--- config.mk ---
export PLATFORM = sky130hd
export DESIGN_NAME = scroll_addr_gen
export DESIGN_NICKNAME = d
export VERILOG_FILES = /design/src/rtl/scroll_addr_gen.sv
export SDC_FILE = /design/constraint.sdc
export NUM_CORES = 1
export LEC_CHECK = 0
export ABC_AREA = 1
export CAP_MARGIN = 15
export CORE_UTILIZATION = 50
export DETAILED_ROUTE_END_ITERATION = 7
export GPL_ROUTABILITY_DRIVEN = 0
export PLACE_DENSITY = 0.75
export SLEW_MARGIN = 10
export SYNTH_ARGS = -nofsm -noshare
export SYNTH_HDL_FRONTEND = slang
export SYNTH_SLANG_ARGS = --single-unit
--- constraint.sdc ---
create_clock -name PixelClk2 -period 1.9 [get_ports PixelClk2]
set_input_delay 0.57 -clock PixelClk2 [delete_from_list [all_inputs] [get_ports PixelClk2]]
set_output_delay 0.57 -clock PixelClk2 [all_outputs]
set_load 0.1 [all_outputs]
--- src/rtl/scroll_addr_gen.sv ---
`default_nettype none
// +----------------------------------------------------------------------------+
// | Module   : scroll_addr_gen                                                 |
// | Brief    : Scrolled frame-buffer read-burst address generator.             |
// | Revision : 1.0  initial release                                            |
// +----------------------------------------------------------------------------+
module scroll_addr_gen #(
    parameter int V_ACTIVE = 480,
    parameter int BURSTS   = 10
) (
    input  logic       PixelClk2,
    input  logic       Reset,
    input  logic       VSync,
    input  logic       LineStart,
    input  logic [5:0] XOffsetData,
    input  logic [9:0] YOffsetData,
    input  logic       OffsetWrite,
    output logic       ReqValid,
    input  logic       ReqAck,
    output logic [9:0] ReqRow,
    output logic [5:0] ReqCol,
    output logic       ReqLast,
    output logic       Overrun
);

    // Line counter is at least 10 bits so its low bits feed the row adder directly.
    localparam int               c_LCW_RAW = $clog2(V_ACTIVE + 1);
    localparam int               c_LCW     = (c_LCW_RAW > 10) ? c_LCW_RAW : 10;
    localparam logic [c_LCW-1:0] c_VACT    = c_LCW'(V_ACTIVE);
    localparam logic [5:0]       c_BLAST   = 6'(BURSTS - 1);

    localparam logic [1:0] c_IDLE       = 2'd0;
    localparam logic [1:0] c_WAIT_LINE  = 2'd1;
    localparam logic [1:0] c_REQ        = 2'd2;
    localparam logic [1:0] c_DONE_FRAME = 2'd3;

    logic [1:0]       r_state;
    logic [1:0]       w_state_nx;
    logic             r_vs_hist;
    logic [5:0]       r_pendx;
    logic [9:0]       r_pendy;
    logic [5:0]       r_actx;
    logic [9:0]       r_acty;
    logic [c_LCW-1:0] r_linecnt;
    logic [5:0]       r_burstcnt;
    logic             r_restart;
    logic             r_reqvalid;
    logic [9:0]       r_reqrow;
    logic [5:0]       r_reqcol;
    logic             r_reqlast;
    logic             r_overrun;

    logic             w_fs;
    logic             w_acc;
    logic             w_start_line;
    logic             w_exit_line;
    logic [5:0]       w_burst_nx;
    logic [9:0]       w_row;

    assign w_fs       = r_vs_hist & ~VSync;
    assign w_acc      = r_reqvalid & ReqAck;
    assign w_burst_nx = r_burstcnt + 6'd1;
    assign w_row      = r_acty + r_linecnt[9:0];

    always_comb begin
        w_state_nx   = r_state;
        w_start_line = 1'b0;
        w_exit_line  = 1'b0;
        case (r_state)
            c_IDLE: begin
                if (w_fs) w_state_nx = c_WAIT_LINE;
            end
            c_WAIT_LINE: begin
                // A frame start restarts the count and wins over a coincident LineStart.
                if (!w_fs && LineStart) begin
                    if (r_linecnt < c_VACT) begin
                        w_state_nx   = c_REQ;
                        w_start_line = 1'b1;
                    end else begin
                        w_state_nx = c_DONE_FRAME;
                    end
                end
            end
            c_REQ: begin
                if (w_acc && (r_reqlast || r_restart || w_fs)) begin
                    w_state_nx  = c_WAIT_LINE;
                    w_exit_line = 1'b1;
                end
            end
            c_DONE_FRAME: begin
                if (w_fs) w_state_nx = c_WAIT_LINE;
            end
            default: w_state_nx = c_IDLE;
        endcase
    end

    always_ff @(posedge PixelClk2) begin
        if (Reset) r_state <= c_IDLE;
        else       r_state <= w_state_nx;
    end

    always_ff @(posedge PixelClk2) begin
        if (Reset) begin
            r_vs_hist  <= 1'b0;
            r_pendx    <= '0;
            r_pendy    <= '0;
            r_actx     <= '0;
            r_acty     <= '0;
            r_linecnt  <= '0;
            r_burstcnt <= '0;
            r_restart  <= 1'b0;
            r_reqvalid <= 1'b0;
            r_reqrow   <= '0;
            r_reqcol   <= '0;
            r_reqlast  <= 1'b0;
            r_overrun  <= 1'b0;
        end else begin
            r_vs_hist <= VSync;
            if (OffsetWrite) begin
                r_pendx <= XOffsetData;
                r_pendy <= YOffsetData;
            end
            if (w_fs) begin
                r_actx    <= OffsetWrite ? XOffsetData : r_pendx;
                r_acty    <= OffsetWrite ? YOffsetData : r_pendy;
                r_linecnt <= '0;
            end
            if (LineStart && (r_state == c_REQ)) r_overrun <= 1'b1;

            if (w_start_line) begin
                r_burstcnt <= '0;
                r_restart  <= 1'b0;
                r_reqvalid <= 1'b1;
                r_reqrow   <= w_row;
                r_reqcol   <= r_actx;
                r_reqlast  <= (c_BLAST == 6'd0);
            end else if (w_exit_line) begin
                r_reqvalid <= 1'b0;
                r_reqlast  <= 1'b0;
                r_restart  <= 1'b0;
                // An aborted line leaves the counter at the zero a frame start gave it.
                if (!r_restart && !w_fs) r_linecnt <= r_linecnt + c_LCW'(1);
            end else if (r_state == c_REQ) begin
                if (w_acc) begin
                    r_burstcnt <= w_burst_nx;
                    r_reqcol   <= r_actx + w_burst_nx;
                    r_reqlast  <= (w_burst_nx == c_BLAST);
                end
                if (w_fs) r_restart <= 1'b1;
            end
        end
    end

    assign ReqValid = r_reqvalid;
    assign ReqRow   = r_reqrow;
    assign ReqCol   = r_reqcol;
    assign ReqLast  = r_reqlast;
    assign Overrun  = r_overrun;

endmodule
`default_nettype wire

; ---- Yosys cells after proc, flatten, opt, wreduce, memory -nomap -nowiden
; Cells that the tools add are included.
[totals]
reg_bits = 71
in_bits = 22
elab_cells = 73
[op_classes]
addsub = 4
magnitude_cmp = 1
n_eq_ne = 8
n_mux = 22
n_bitwise = 4
reduce_logical = 20
[op_table]
columns = op, count
row1 = $mux W10, 5
row2 = $mux W6, 5
row3 = $add A10 B1 Y10 const B, 1
row4 = $add A10 B10 Y10, 1
row5 = $lt A10 B9 Y1 const B, 1
row6 = $reduce_and A3 Y1, 3
row7 = $mux W1, 8
row8 = $add A6 B1 Y6 const B, 1
row9 = $add A6 B6 Y6, 1
row10 = $eq A6 B4 Y1 const B, 1
row11 = $mux W2, 3
row12 = $ne A2 B2 Y1 const B, 3
row13 = $pmux W2 S3, 1
row14 = $reduce_bool A2 Y1, 3
row15 = $eq A2 B2 Y1 const B, 2
row16 = $logic_and A1 B1 Y1, 4
row17 = $reduce_and A2 Y1, 2
row18 = $reduce_or A2 Y1, 2
row19 = $reduce_or A3 Y1, 1
row20 = $and A1 B1 Y1, 2
row21 = $eq A2 B1 Y1 const B, 1
row22 = $logic_not A1 Y1, 2
row23 = $logic_not A2 Y1, 1
row24 = $logic_or A1 B1 Y1, 2
row25 = other kinds (2), 3

; ---- Depth between registers and ports, before layout
; Gate-level depths: netlist (run 1).
[logic_depth]
ltp_word = 8
depth_mapped = 16
ltp_nobuf = 16

; ---- Worst setup path after synthesis (run 1)
; Ideal clock, no wire load.
[synth_path]
path_type = reg2reg
startpoint = reg r_reqvalid, in the netlist ReqValid
endpoint = reg r_linecnt[0]
t_arrival_ns = 1.996
path_slack_ns = -0.215
stages_incl_launch_ff = 8
path_buffers = 0
synth_period_minus_slack_ns = 2.115
cell_sequence = dfxtp_1 -> nand3_1 -> nor2_4 -> nand2_2 -> nor2_2 -> inv_2 -> o21ai_0 -> a21oi_1
[synth_between]
elab_chain_len = 6
[synth_lines]
columns = item, line
row1 = from (decl), 47  ; logic r_reqvalid;
row2 = from (signal assigned), 112  ; r_reqvalid <= 1'b0;
row3 = from (signal assigned), 133  ; r_reqvalid <= 1'b1;
row4 = from (signal assigned), 138  ; r_reqvalid <= 1'b0;
row5 = $and A1 B1 Y1, 61  ; assign w_acc = r_reqvalid & ReqAck;
row6 = $logic_and A1 B1 Y1, 85  ; if (w_acc && (r_reqlast || r_restart || w_fs)) begin
row7 = $mux W1, 85
row8 = $mux W1, 69  ; case (r_state)
row9 = $mux W10, 137  ; end else if (w_exit_line) begin
row10 = $mux W10, 130  ; if (w_start_line) begin
row11 = to (signal assigned), 142  ; if (!r_restart && !w_fs) r_linecnt <= r_linecnt + c_LCW'(1);
row12 = to (decl), 44  ; logic [c_LCW-1:0] r_linecnt;
; Every way passes these cells.
; A chain may end at the register's enable or synchronous reset.

; ---- Worst setup path after layout (run 1)
[layout_path]
startpoint = reg r_burstcnt[0]
endpoint = reg r_reqcol[5], in the netlist ReqCol[5]
[layout_between]
elab_chain_len = 6
[layout_lines]
columns = item, line
row1 = from (decl), 45  ; logic [5:0] r_burstcnt;
row2 = from (signal assigned), 145  ; r_burstcnt <= w_burst_nx;
row3 = $add A6 B1 Y6, 62  ; assign w_burst_nx = r_burstcnt + 6'd1;
row4 = net w_burst_nx[4], 57  ; logic [5:0] w_burst_nx;
row5 = $add A6 B6 Y6, 146  ; r_reqcol <= r_actx + w_burst_nx;
row6 = $mux W6, 144  ; if (w_acc) begin
row7 = $mux W6, 143  ; end else if (r_state == c_REQ) begin
row8 = $mux W6, 137
row9 = $mux W6, 130
row10 = to (signal assigned), 135  ; r_reqcol <= r_actx;
row11 = to (signal assigned), 146
row12 = to (decl), 49  ; logic [5:0] r_reqcol;
; The timed path passes the listed nets, and every way through them passes these cells. The select of a mux whose other input is x is not followed.

==> impl_results.md, run 1 <==
- Top Layer Used: met4
- Synth top area cells: dfxtp_1 40%, nand2_1 9.1%, inv_1 7.5%, ha_1 7.1%, a21oi_1 6.8%
- Reg-to-reg critical path startpoint: r_burstcnt[0]$_SDFFE_PP0P_
- Die Span Y: approximately 86 µm
- Clock power frac: 0.312
- Final wirelength: slightly below 9000 µm
- Cell Pwr Density: 824 mW/mm²
- Drt first pass iters: 4
- CP Max Fanout: 4
- Grt total ovfl: 0
- DP Worst Slack: -0.269 ns
- Worst Clk Skew: roughly 0.007 ns
- Crit-path leading delay family: simple AND/OR/NAND/NOR gates
- Initial antenna violation count: 0
- Die width: 85.9 µm
- Post-synthesis xor/xnor area fraction: 0.0224
- Post-synth cell types: 33
- Peak supply drop: approximately 0.60 mV
- Comb power frac: 0.268
- Area share of the largest cell type after synthesis: 0.404
- Int Power: between 2000 and 3000 µW
- Fin crit share: 1.02
- Crit path max-delay cell type: dfxtp_4
- Final Slew Violations: 0
- R2r worst-path depth: 16
- Post-layout worst setup margin: -0.0290 ns
- Critical path capture point: ReqCol[5]$_SDFFE_PP0P_
- Pin count of the biggest net entering global routing: 33
- Failing checks: negative setup slack
- Status: finished, violations left
- RSZ-0062 raised after global routing: true
- R2r endpoint: ReqCol[5]$_SDFFE_PP0P_
- Cts bufs inserted: 9
- Mapped Nets: about 510
- Global-route wire length before repair: 14300 µm
- Initial DRC Count: about 140
- Ant diodes: 0
- Critical Path Stages: 16
- Routed length on met3: ~400 µm
- Starting density of the core: 0.518
- Core Area: 0.00679 mm²
- Wire length per cell: approximately 14 µm
- Vias in the first global route: 3153
- YS warnings: 0
- Proportion of synthesized area in mux cells: 0
- Startpoint types: flip-flop
- Final hold viol count: 0
- Final min period: about 1.9 ns
- Flops & latches, synth: 71
- Core Rows: 30
- Max Cap Violations: 0
- Nets: between 500 and 600
- Layout cells sized above 1: 0.233
- Final design utilization: 0.722
- Via/cell ratio: between 5 and 6
- Crit path DAT: between 2 and 2.5 ns
- Sequential share of the synthesized area: 0.404
- Critical path cell sequence: ha_4 > nand3_4 > xor2_4 > inv_2 > ha_4 > nand2_1 > inv_1 > nand3_2 > nand2_2 > inv_2 > nand2_2 > nand3_2 > nand2_2 > nand3_2 > nand2_1 > inv_1
- Fillers: between 500 and 600
- Die area: ~0.0074 mm²
- PortBufs: 40
- Layout area overhead: 39.5%
- Fmax: between 0.5 and 0.6 GHz
- Static Leak: roughly 0.0022 µW
- IO Pins: 41
- Endpoint class of the critical path: flip-flop
- Buffer depth of the longest clock path: 2
- Compound-Gate Fraction of Synth Area: 0.170
- Final ANT Viol Nets: 0
- WS Path Type: reg2reg
- Worst-path clk slew: roughly 0.08 ns
- Depth of the CTS H-tree: 3
- Synth Instances: 465
- # DRC: 0
- Dominant combinational cell family by area after synthesis: simple AND/OR/NAND/NOR gates
- CP Buf/Inv Count: 4
- CTS Hold Bufs: 0
- Clock sink count: just over 70
- M1 wire length: approximately 3900 µm
- Max transition margin: 0.817
- Final Setup Violations: 1
- Worst-Margin Slew: 0.272 ns
- Req. time, crit path: between 2 and 2.5 ns
- Cell taking the most area after synthesis: dfxtp_1
- Crit path from: r_burstcnt[0]$_SDFFE_PP0P_
- Met2 WL: between 4000 and 5000 µm
- CTS root buffer: clkbuf_8
- Switching pwr: 1390 µW
- HPWL Detailed: roughly 6300 µm
- Worst reg-to-reg setup slack: -0.03 ns
- Sequential power share: 0.420
- Clk_lat worst skew: approximately 0.36 ns
- Total track usage: 0.250
- Vias: ~3300
- Post-Synth Simple-Gate Area: 0.223
- Sw Share: 0.344
- TritonCTS clock tree: yes
- Worst Hold Class: reg2reg
- Adder-Cell Fraction of Synth Area: 0.0825
- Mean Syn Cell Area: ~7.6 µm²
- Max incr delay on CP: between 0.3 and 0.4 ns
- Mapped Area: about 0.0035 mm²
## Yosys cell counts
| master | count |
|---|---|
| a211oi_2 | 1 |
| a21oi_1 | 48 |
| a22o_1 | 1 |
| a31oi_1 | 2 |
| buf_1 | 1 |
| buf_2 | 3 |
| buf_4 | 2 |
| buf_6 | 1 |
| clkbuf_1 | 5 |
| clkinv_1 | 1 |
| dfxtp_1 | 71 |
| fa_1 | 2 |
| ha_1 | 20 |
| inv_1 | 70 |
| inv_2 | 3 |
| nand2_1 | 85 |
| nand2_2 | 5 |
| nand3_1 | 36 |
| nand3_2 | 2 |
| nand3_4 | 1 |
| nand3b_1 | 2 |
| nand4_1 | 5 |
| nor2_1 | 26 |
| nor2_2 | 2 |
| nor2_4 | 3 |
| nor3_1 | 3 |
| o21ai_0 | 36 |
| o21bai_1 | 3 |
| o22a_1 | 14 |
| or2_0 | 1 |
| or2_1 | 1 |
| xnor2_1 | 3 |
| xor2_1 | 6 |
## registers in the layout, summed over array words and instances, names as in the netlist, 2 cells and up
name	flops
ReqRow	10
r_pendy	10
r_pendx	6
r_state	2
r_burstcnt	6
r_actx	6
ReqCol	6
r_linecnt	10
r_acty	10
## metal layers
layer / GRT usage / vias to the layer above
li1: - / 1689
met1: 0.306 / 1532
met3: 0.0549 / 24
met4: 0.118 / 0
met5: 0 / -
met2: 0.419 / 86
## cell usage in the layout, fill, tap and decap left out, types with 6 or more instances in the layout
master            n
nand2_1          78
dfxtp_1          65
inv_1            63
a21oi_1          48
o21ai_0          36
buf_4            35
nand3_1          31
nor2_1           26
buf_12           23
clkdlybuf4s50_1  20
o22a_1           14
ha_1             14
nand2_2          12
inv_2            10
clkbuf_8          9
nand3_2           6
ha_4              6
## how the worst min path moves through the flow
stage	startpoint	endpoint	slack [ns]	cells after the start
floorplan	r_actx[5]$_SDFFE_PP0P_	r_actx[5]$_SDFFE_PP0P_	0.44	2
global placement	r_state[1]$_SDFFE_PP0P_	r_state[1]$_SDFFE_PP0P_	0.46	2
detailed placement	r_actx[5]$_SDFFE_PP0P_	r_actx[5]$_SDFFE_PP0P_	0.47	2
CTS	r_actx[5]$_SDFFE_PP0P_	r_actx[5]$_SDFFE_PP0P_	0.48	2
global route	r_state[1]$_SDFFE_PP0P_	r_state[1]$_SDFFE_PP0P_	0.52	2
finish	r_state[1]$_SDFFE_PP0P_	r_state[1]$_SDFFE_PP0P_	0.49	2
## through the flow
step	hold slack [ns]	instance area, µm²	std cells	total power (µW)	setup TNS [ns]
CTS	0.479	4790	643	4050	0
global placement	0.463	4490	626	2770	-3.98
global route	0.518	4910	646	4220	-0.220
finish	0.486	4910	646	4040	-0.0290
floorplan	0.445	3520	465	2360	0
detailed placement	0.469	4490	626	2790	-5.56
## power by group through the flow
stage	registers, µW	logic, µW	clock network (µW)
3_3_place_gp	1720	1040	0
4_1_cts	1700	1070	1280
6_report	1700	1080	1260
3_5_place_dp	1730	1060	0
5_1_grt	1710	1160	1340
2_1_floorplan	1980	379	0
## repair_timing
| action | CTS | global route |
|---|---|---|
| setup buffers | 1 | 3 |
| pin swaps | 1 | 13 |
| gates resized for setup | 16 | 27 |
| setup endpoints to repair | 2 | 7 |
## cell families (layout without fill, tap and decap cells)
logic type      after synthesis  in the layout
compound gates              105            105
xor+xnor                      9              9
fa+ha+maj                    22             22
buf+inv                      86            171
flops                        71             71
simple gates                172            172
## layout make-up
class                      count  area, µm²  area share
sequential                    71       1430       0.292
clock buffer                   9        124      0.0252
timing repair buffer          81        958       0.195
tap                           96        120      0.0245
inverter                      74        278      0.0566
multi-input combinational    308       1920       0.390
clock inverter                 7       78.8      0.0161
## tightest hold or removal path, delay by kind of cell, from the launching register on
| kind | cells | cell delay, ns |
|---|---|---|
| DFF | 1 | 0.32 |
| buffers and inverters | 1 | 0.07 |
| AOI/OAI and AO/OA | 1 | 0.06 |
Note: power is estimated with default switching activity, not from simulation.
==> run 2: changes to the inputs <==
- PLACE_DENSITY: 0.75 -> 0.77
==> impl_results.md, run 2 (synthesis gave the netlist of run 1 again) <==
- Placed Area: 0.00446 mm² (-0.72%)
- CTS root buffer: clkbuf_8
- # DRC: 0 (unchanged)
- Most common cell after layout, fill and taps aside: nand2_1
- Die width: 85.9 µm (unchanged)
- Post-layout worst setup margin: -0.0133 ns (+0.0157 ns)
- Final wirelength: 9400 µm (+5.6%)
- Layout cells sized above 1: 0.254 (+0.0209)
- R2r worst-path depth: 16 (unchanged)
- Post-route insts no fill: 652 (+0.93%)
- Ant diodes: 0 (unchanged)
- Max incr delay on CP: 0.35 ns (-0.02 ns)
- Max Cap Violations: 0 (unchanged)
- Initial antenna violation count: 0 (unchanged)
- Final Slew Violations: 0 (unchanged)
- Dpl cells: 625 (-0.16%)
- Depth of the CTS H-tree: 3 (unchanged)
- Peak supply drop: 0.513 mV (-15%)
- Pin count of the biggest net entering global routing: 27 (-18%)
- Setup TNS: -0.0133 ns (+0.0157 ns)
- Worst Clk Skew: 0.00981 ns (+0.00282 ns)
- Startpoint types: flip-flop
- TritonCTS clock tree: yes
- Commonest non-fill, non-tap cells in the layout: 79 x nand2_1, 65 x dfxtp_1, 60 x inv_1, 46 x a21oi_1, 43 x buf_4
- Wire length per cell: 14.4 µm (+4.7%)
- Crit path max-delay cell type: dfxtp_2
- Final min period: 1.91 ns (-0.0157 ns)
- CP Max Fanout: 4 (unchanged)
- Vias in the first global route: 3257 (+3.3%)
- Fin area: 0.00498 mm² (+1.6%)
- Worst-path clk slew: 0.08 ns (about the same)
- Nets: 595 (+1.0%)
- Core Area: 0.00679 mm² (unchanged)
- Total track usage: 0.263 (+0.0122)
- Req. time, crit path: 2.16 ns (about the same)
- IO Pins: 41 (unchanged)
- Status: finished, violations left
- Die area: 0.00737 mm² (unchanged)
- CTS Hold Bufs: 0 (unchanged)
- Cell Pwr Density: 827 mW/mm² (+0.28%)
- Fmax: 0.523 GHz (+0.82%)
- Grt total ovfl: 0 (unchanged)
- Drt first pass iters: 5 (+1)
- Initial DRC Count: 141 (-0.70%)
- HPWL Detailed: 6520 µm (+3.7%)
- Final hold viol count: 0 (unchanged)
- Via/cell ratio: 5.27 (+2.2%)
- Die Span Y: 85.9 µm (unchanged)
- Worst Hold Class: reg2reg
- Final ANT Viol Nets: 0 (unchanged)
- Crit path DAT: 2.17 ns (-0.03 ns)
- Starting density of the core: 0.518 (unchanged)
- Failing checks: negative setup slack
- Clock sink count: 71 (unchanged)
- RSZ-0062 raised after global routing: true
- WS Path Type: reg2reg
- Static Leak: 0.00227 µW (+1.3%)
- Vias: 3437 (+3.2%)
- Layout area overhead: 41.7%
- Max transition margin: 0.809 (-0.00851)
- Core Rows: 30 (unchanged)
- Final Setup Violations: 1 (unchanged)
- Worst-Margin Slew: 0.284 ns (+0.0127 ns)
- Global-route wire length before repair: 15100 µm (+5.4%)
- Critical path cell sequence: buf_4 > nand3_2 > xor2_1 > inv_2 > ha_4 > nand2_2 > inv_2 > nand3_2 > nand2_2 > inv_2 > nand2_2 > nand3_2 > nand2_1 > nand3_1 > nand2_1 > inv_1
- PortBufs: 40 (unchanged)
- Fin crit share: 1.01 (-0.00826)
- WHS Path Cells: 2 (unchanged)
- Endpoint class of the critical path: flip-flop
- Clk_lat worst skew: 0.35 ns (about the same)
- Hold Slack: 0.478 ns (-0.00814 ns)
- Buffer depth of the longest clock path: 2 (unchanged)
- Cts bufs inserted: 9 (unchanged)
-- run 2: cell count changes in the layout (fill, tap and decap cells not counted), sizes merged --
| cell | change |
|---|---|
| bufinv | +1 |
| clkinvlp | +1 |
| inv | -2 |
| clkinv | -1 |
| clkbuf | +1 |
| buf | +6 |
-- run 2: path summary, 6_finish.rpt --
path,start,to,slack (ns)
setup / recovery,r_burstcnt[1]$_SDFFE_PP0P_,ReqCol[5]$_SDFFE_PP0P_,-0.01
hold / removal,r_actx[5]$_SDFFE_PP0P_,r_actx[5]$_SDFFE_PP0P_,0.48
setup reg to reg,r_burstcnt[1]$_SDFFE_PP0P_,ReqCol[5]$_SDFFE_PP0P_,-0.01
hold reg to reg,r_actx[5]$_SDFFE_PP0P_,r_actx[5]$_SDFFE_PP0P_,0.48
-- run 2: area by class of cell --
| type | instances | area, µm² |
|---|---|---|
| clock buffers | 10 | 128 |
| clock inverters | 6 | 93.8 |
| fillers | 494 | 1810 |
| inverters | 74 | 278 |
| multi-input cells | 308 | 1950 |
| flip-flops and latches | 71 | 1430 |
| well taps | 96 | 120 |
| repair buffers | 87 | 978 |
-- run 2: per-layer routing --
layer,wire length [µm],up-vias,track usage
met4,353,0,0.133
met1,3950,1617,0.310
met5,0,-,0
met3,346,31,0.0472
met2,4750,94,0.457
li1,-,1695,-
-- run 2: power by group --
part | switching [µW] | total [µW] | internal, µW | leakage, µW
sequential | 97.3 | 1700 | 1600 | 0.000584
clock | 606 | 1350 | 749 | 0.000107
combinational | 653 | 1070 | 413 | 0.00158
total | 1360 | 4120 | 2760 | 0.00227
-- run 2: repair_timing --
action | CTS | global route
endpoints found under the setup margin | 3 | 8
endpoints found under the hold margin | 0 | 0
resized for setup | 14 | 41
pin swaps | 4 | 23
setup buffers | 5 | 6
-- run 2: per-stage QoR --
step                      worst slack [ns]  total power [µW]  utilization
after CTS                          0.00947              4120        0.706
after floorplan                     0.0576              2360            -
after detailed placement            -0.281              2760        0.657
after global routing                -0.133              4290        0.734
final                              -0.0133              4120        0.734
after global placement              -0.207              2740        0.657
-- run 2: critical path, delay by kind of cell (launching register included) --
kind                     cells  cell delay (ns)
AND/OR/NAND/NOR              9             0.60
XOR/XNOR                     1             0.20
buffers and inverters        5             0.38
flip-flops                   1             0.35
adder cells (fa/ha/maj)      1             0.29
==> run 3: changes to the inputs <==
- ABC_AREA: 1 -> not set
- PLACE_DENSITY: 0.77 -> 0.78
==> impl_results.md, run 3 <==
- CP Buf/Inv Count: 0 (-5)
- Synth Instances: 360 (-23%)
- Setup TNS: -1.26 ns (-1.25 ns)
- Final Setup Violations: 6 (+5)
- Req. time, crit path: 2.18 ns (+0.02 ns)
- Fmax: 0.425 GHz (-19%)
- Vias: 3111 (-9.5%)
- Placed Area: 0.00451 mm² (+1.2%)
- Final hold viol count: 0 (unchanged)
- Startpoint types: flip-flop
- Static Leak: 0.00211 µW (-6.9%)
- Critical Path Stages: 8 (-8)
- # DRC: 0 (unchanged)
- Fin crit share: 1.24 (+0.232)
- Initial DRC Count: 152 (+7.8%)
- Endpoint class of the critical path: flip-flop
- Worst-path clk slew: 0.08 ns (about the same)
- Worst reg-to-reg setup slack: -0.45 ns (-0.44 ns)
- RSZ-0062 raised after global routing: true
- WS Path Type: reg2reg
- Core Rows: 29 (-3.3%)
- Die area: 0.00702 mm² (-4.8%)
- Wire length per cell: 17.3 µm (+20%)
- Asr flop ratio synth: 0 (unchanged)
- Total track usage: 0.247 (-0.0153)
- CTS Hold Bufs: 0 (unchanged)
- TritonCTS clock tree: yes
- Die Span Y: 83.8 µm (-2.4%)
- Drt first pass iters: 4 (-1)
- Clk_lat worst skew: 0.36 ns (about the same)
- Final design utilization: 0.796 (+0.0619)
- Flops & latches, synth: 71 (unchanged)
- Reg-to-reg critical path startpoint: r_burstcnt[1]$_SDFFE_PP0P_
- Area share of the largest cell type after synthesis: 0.425 (+0.0210)
- Die width: 83.8 µm (-2.4%)
- Worst Hold Class: reg2reg
- Worst Clk Skew: 0.0108 ns (+0.00104 ns)
- Ant diodes: 0 (unchanged)
- Sequential share of the synthesized area: 0.425 (+0.0210)
- Commonest non-fill, non-tap cells in the layout: 66 x buf_4, 59 x dfxtp_1, 48 x nor2_1, 27 x nand2_1, 21 x buf_12
- Fillers: 377 (-24%)
- Critical path capture point: ReqCol[5]$_SDFFE_PP0P_
- Max transition margin: 0.726 (-0.0832)
- Total power: 4210 µW (+2.1%)
- Clock sink count: 71 (unchanged)
- Post-synth cell types: 48 (+45%)
- Main synth FF type: dfxtp_1
- Layout cells sized above 1: 0.358 (+0.105)
- DP Worst Slack: -0.542 ns (-0.260 ns)
- Mean Syn Cell Area: 9.29 µm² (+23%)
- Global-route wire length before repair: 13800 µm (-8.2%)
- Max incr delay on CP: 0.46 ns (+0.11 ns)
- Cts bufs inserted: 9 (unchanged)
- Final Slew Violations: 0 (unchanged)
- Crit path max-delay cell type: or4_1
- R2r worst-path depth: 8 (-8)
- R2r endpoint: ReqCol[5]$_SDFFE_PP0P_
- HPWL Detailed: 5930 µm (-9.1%)
- Crit path DAT: 2.64 ns (+0.47 ns)
- Synth top area cells: dfxtp_1 43%, ha_1 7.5%, nor2_1 5.6%, mux2i_1 5.4%, xnor2_1 4.7%
- Worst-Margin Slew: 0.410 ns (+0.126 ns)
- Layout area overhead: 52.0%
- Cell Pwr Density: 828 mW/mm² (+0.21%)
- Buffer depth of the longest clock path: 2 (unchanged)
- Max Cap Violations: 0 (unchanged)
- Failing checks: negative setup slack
- Grt total ovfl: 0 (unchanged)
- Most frequent cells after synthesis: 71 x dfxtp_1, 50 x nor2_1, 27 x nand2_1
- Vias in the first global route: 2974 (-8.7%)
- Final ANT Viol Nets: 0 (unchanged)
- Starting density of the core: 0.524 (+0.00583)
- PortBufs: 40 (unchanged)
- Cell taking the most area after synthesis: dfxtp_1
- Via/cell ratio: 5.70 (+8.1%)
- Most common cell after layout, fill and taps aside: buf_4
- CTS root buffer: clkbuf_8
- Depth of the CTS H-tree: 3 (unchanged)
- Post-layout worst setup margin: -0.453 ns (-0.440 ns)
- Core Area: 0.00639 mm² (-6.0%)
- Crit-path leading delay family: simple AND/OR/NAND/NOR gates
- Number of flops mapped to enable cells by yosys: 0 (unchanged)
- Initial antenna violation count: 0 (unchanged)
- IO Pins: 41 (unchanged)
- Count leader, synth: dfxtp_1
- Fin area: 0.00508 mm² (+1.9%)
- CP Max Fanout: 5 (+1)
- Final min period: 2.35 ns (+0.440 ns)
- Crit path from: r_burstcnt[1]$_SDFFE_PP0P_
- Nets: 508 (-15%)
- YS warnings: 0 (unchanged)
- Critical path cell sequence: ha_4 > xor2_2 > ha_1 > nor2b_4 > a311oi_2 > xnor2_1 > or4_1 > a31oi_1
- Peak supply drop: 0.696 mV (+36%)
- Mapped Nets: 404 (-21%)
- Mapped Area: 0.00334 mm² (-4.9%)
- Pin count of the biggest net entering global routing: 17 (-37%)
- Final wirelength: 9470 µm (+0.72%)
- Status: finished, violations left
[run 3: cell count changes after synthesis, moves of 15 or more]
cell | previous run | this run
nor2_1 | 26 | 50
inv_1 | 70 | 9
nand3_1 | 36 | 10
xnor2_1 | 3 | 18
mux2i_1 | 0 | 18
o21ai_0 | 36 | 6
a21oi_1 | 48 | 20
nand2_1 | 85 | 27
[run 3: where the power goes]
part           switching (µW)  internal (µW)
Sequential                108           1600
Clock                     591            677
Combinational             720            516
[run 3: kinds of logic (layout without fill, tap and decap cells)]
| logic type | Yosys count | count (layout) | share of synthesized area |
|---|---|---|---|
| AOI/OAI and AO/OA | 66 | 66 | 0.145 |
| DFF | 71 | 71 | 0.425 |
| buffers and inverters | 27 | 136 | 0.0337 |
| and+or+nand+nor | 129 | 129 | 0.185 |
| adders and majority gates | 22 | 22 | 0.0868 |
| muxes | 18 | 18 | 0.0539 |
| xor gates and xnor gates | 27 | 27 | 0.0707 |
[run 3: how the worst min path moves through the flow]
| stage | startpoint | to | cells past startpoint |
|---|---|---|---|
| floorplan | r_actx[2]$_SDFFE_PP0P_ | ReqCol[2]$_SDFFE_PP0P_ | 2 |
| global placement | ReqRow[7]$_SDFFE_PP0P_ | ReqRow[7]$_SDFFE_PP0P_ | 2 |
| detailed placement | ReqRow[4]$_SDFFE_PP0P_ | ReqRow[4]$_SDFFE_PP0P_ | 2 |
| CTS | ReqRow[4]$_SDFFE_PP0P_ | ReqRow[4]$_SDFFE_PP0P_ | 2 |
| global route | ReqRow[4]$_SDFFE_PP0P_ | ReqRow[4]$_SDFFE_PP0P_ | 2 |
| finish | ReqRow[3]$_SDFFE_PP0P_ | ReqRow[3]$_SDFFE_PP0P_ | 2 |
[run 3: layout make-up]
type                       count  area, µm²  area share
tap                           77       96.3      0.0190
sequential                    71       1450       0.285
timing repair buffer         111       1150       0.227
clock buffer                  11        151      0.0298
clock inverter                 5       55.1      0.0108
inverter                       9       33.8     0.00665
multi-input combinational    262       2140       0.422
[run 3: timing repair]
| action | 4_1_cts | 5_1_grt |
|---|---|---|
| endpoints found under the setup margin | 15 | 19 |
| cloned | 0 | 1 |
| pin swaps | 16 | 24 |
| buffers inserted | 4 | 7 |
| gates resized for setup | 15 | 48 |
[run 3: worst register-to-register path, stage by stage, from the launching register on]
cell and delay, ns:
dfxtp_4 0.39, ha_4 0.18, xor2_2 0.22, ha_1 0.30
nor2b_4 0.15, a311oi_2 0.30, xnor2_1 0.13, or4_1 0.46
a31oi_1 0.16
[run 3: metal layers]
layer | track usage | part of all wire
met1 | 0.287 | 0.39
met2 | 0.441 | 0.53
met3 | 0.0514 | 0.046
met4 | 0.102 | 0.038
met5 | 0 | 0
[run 3: through the flow]
| step | cells | hold WS [ns] |
|---|---|---|
| floorplan | 360 | 0.449 |
| global placement | 519 | 0.476 |
| detailed placement | 519 | 0.481 |
| CTS | 538 | 0.490 |
| global route | 546 | 0.513 |
| finish | 546 | 0.490 |
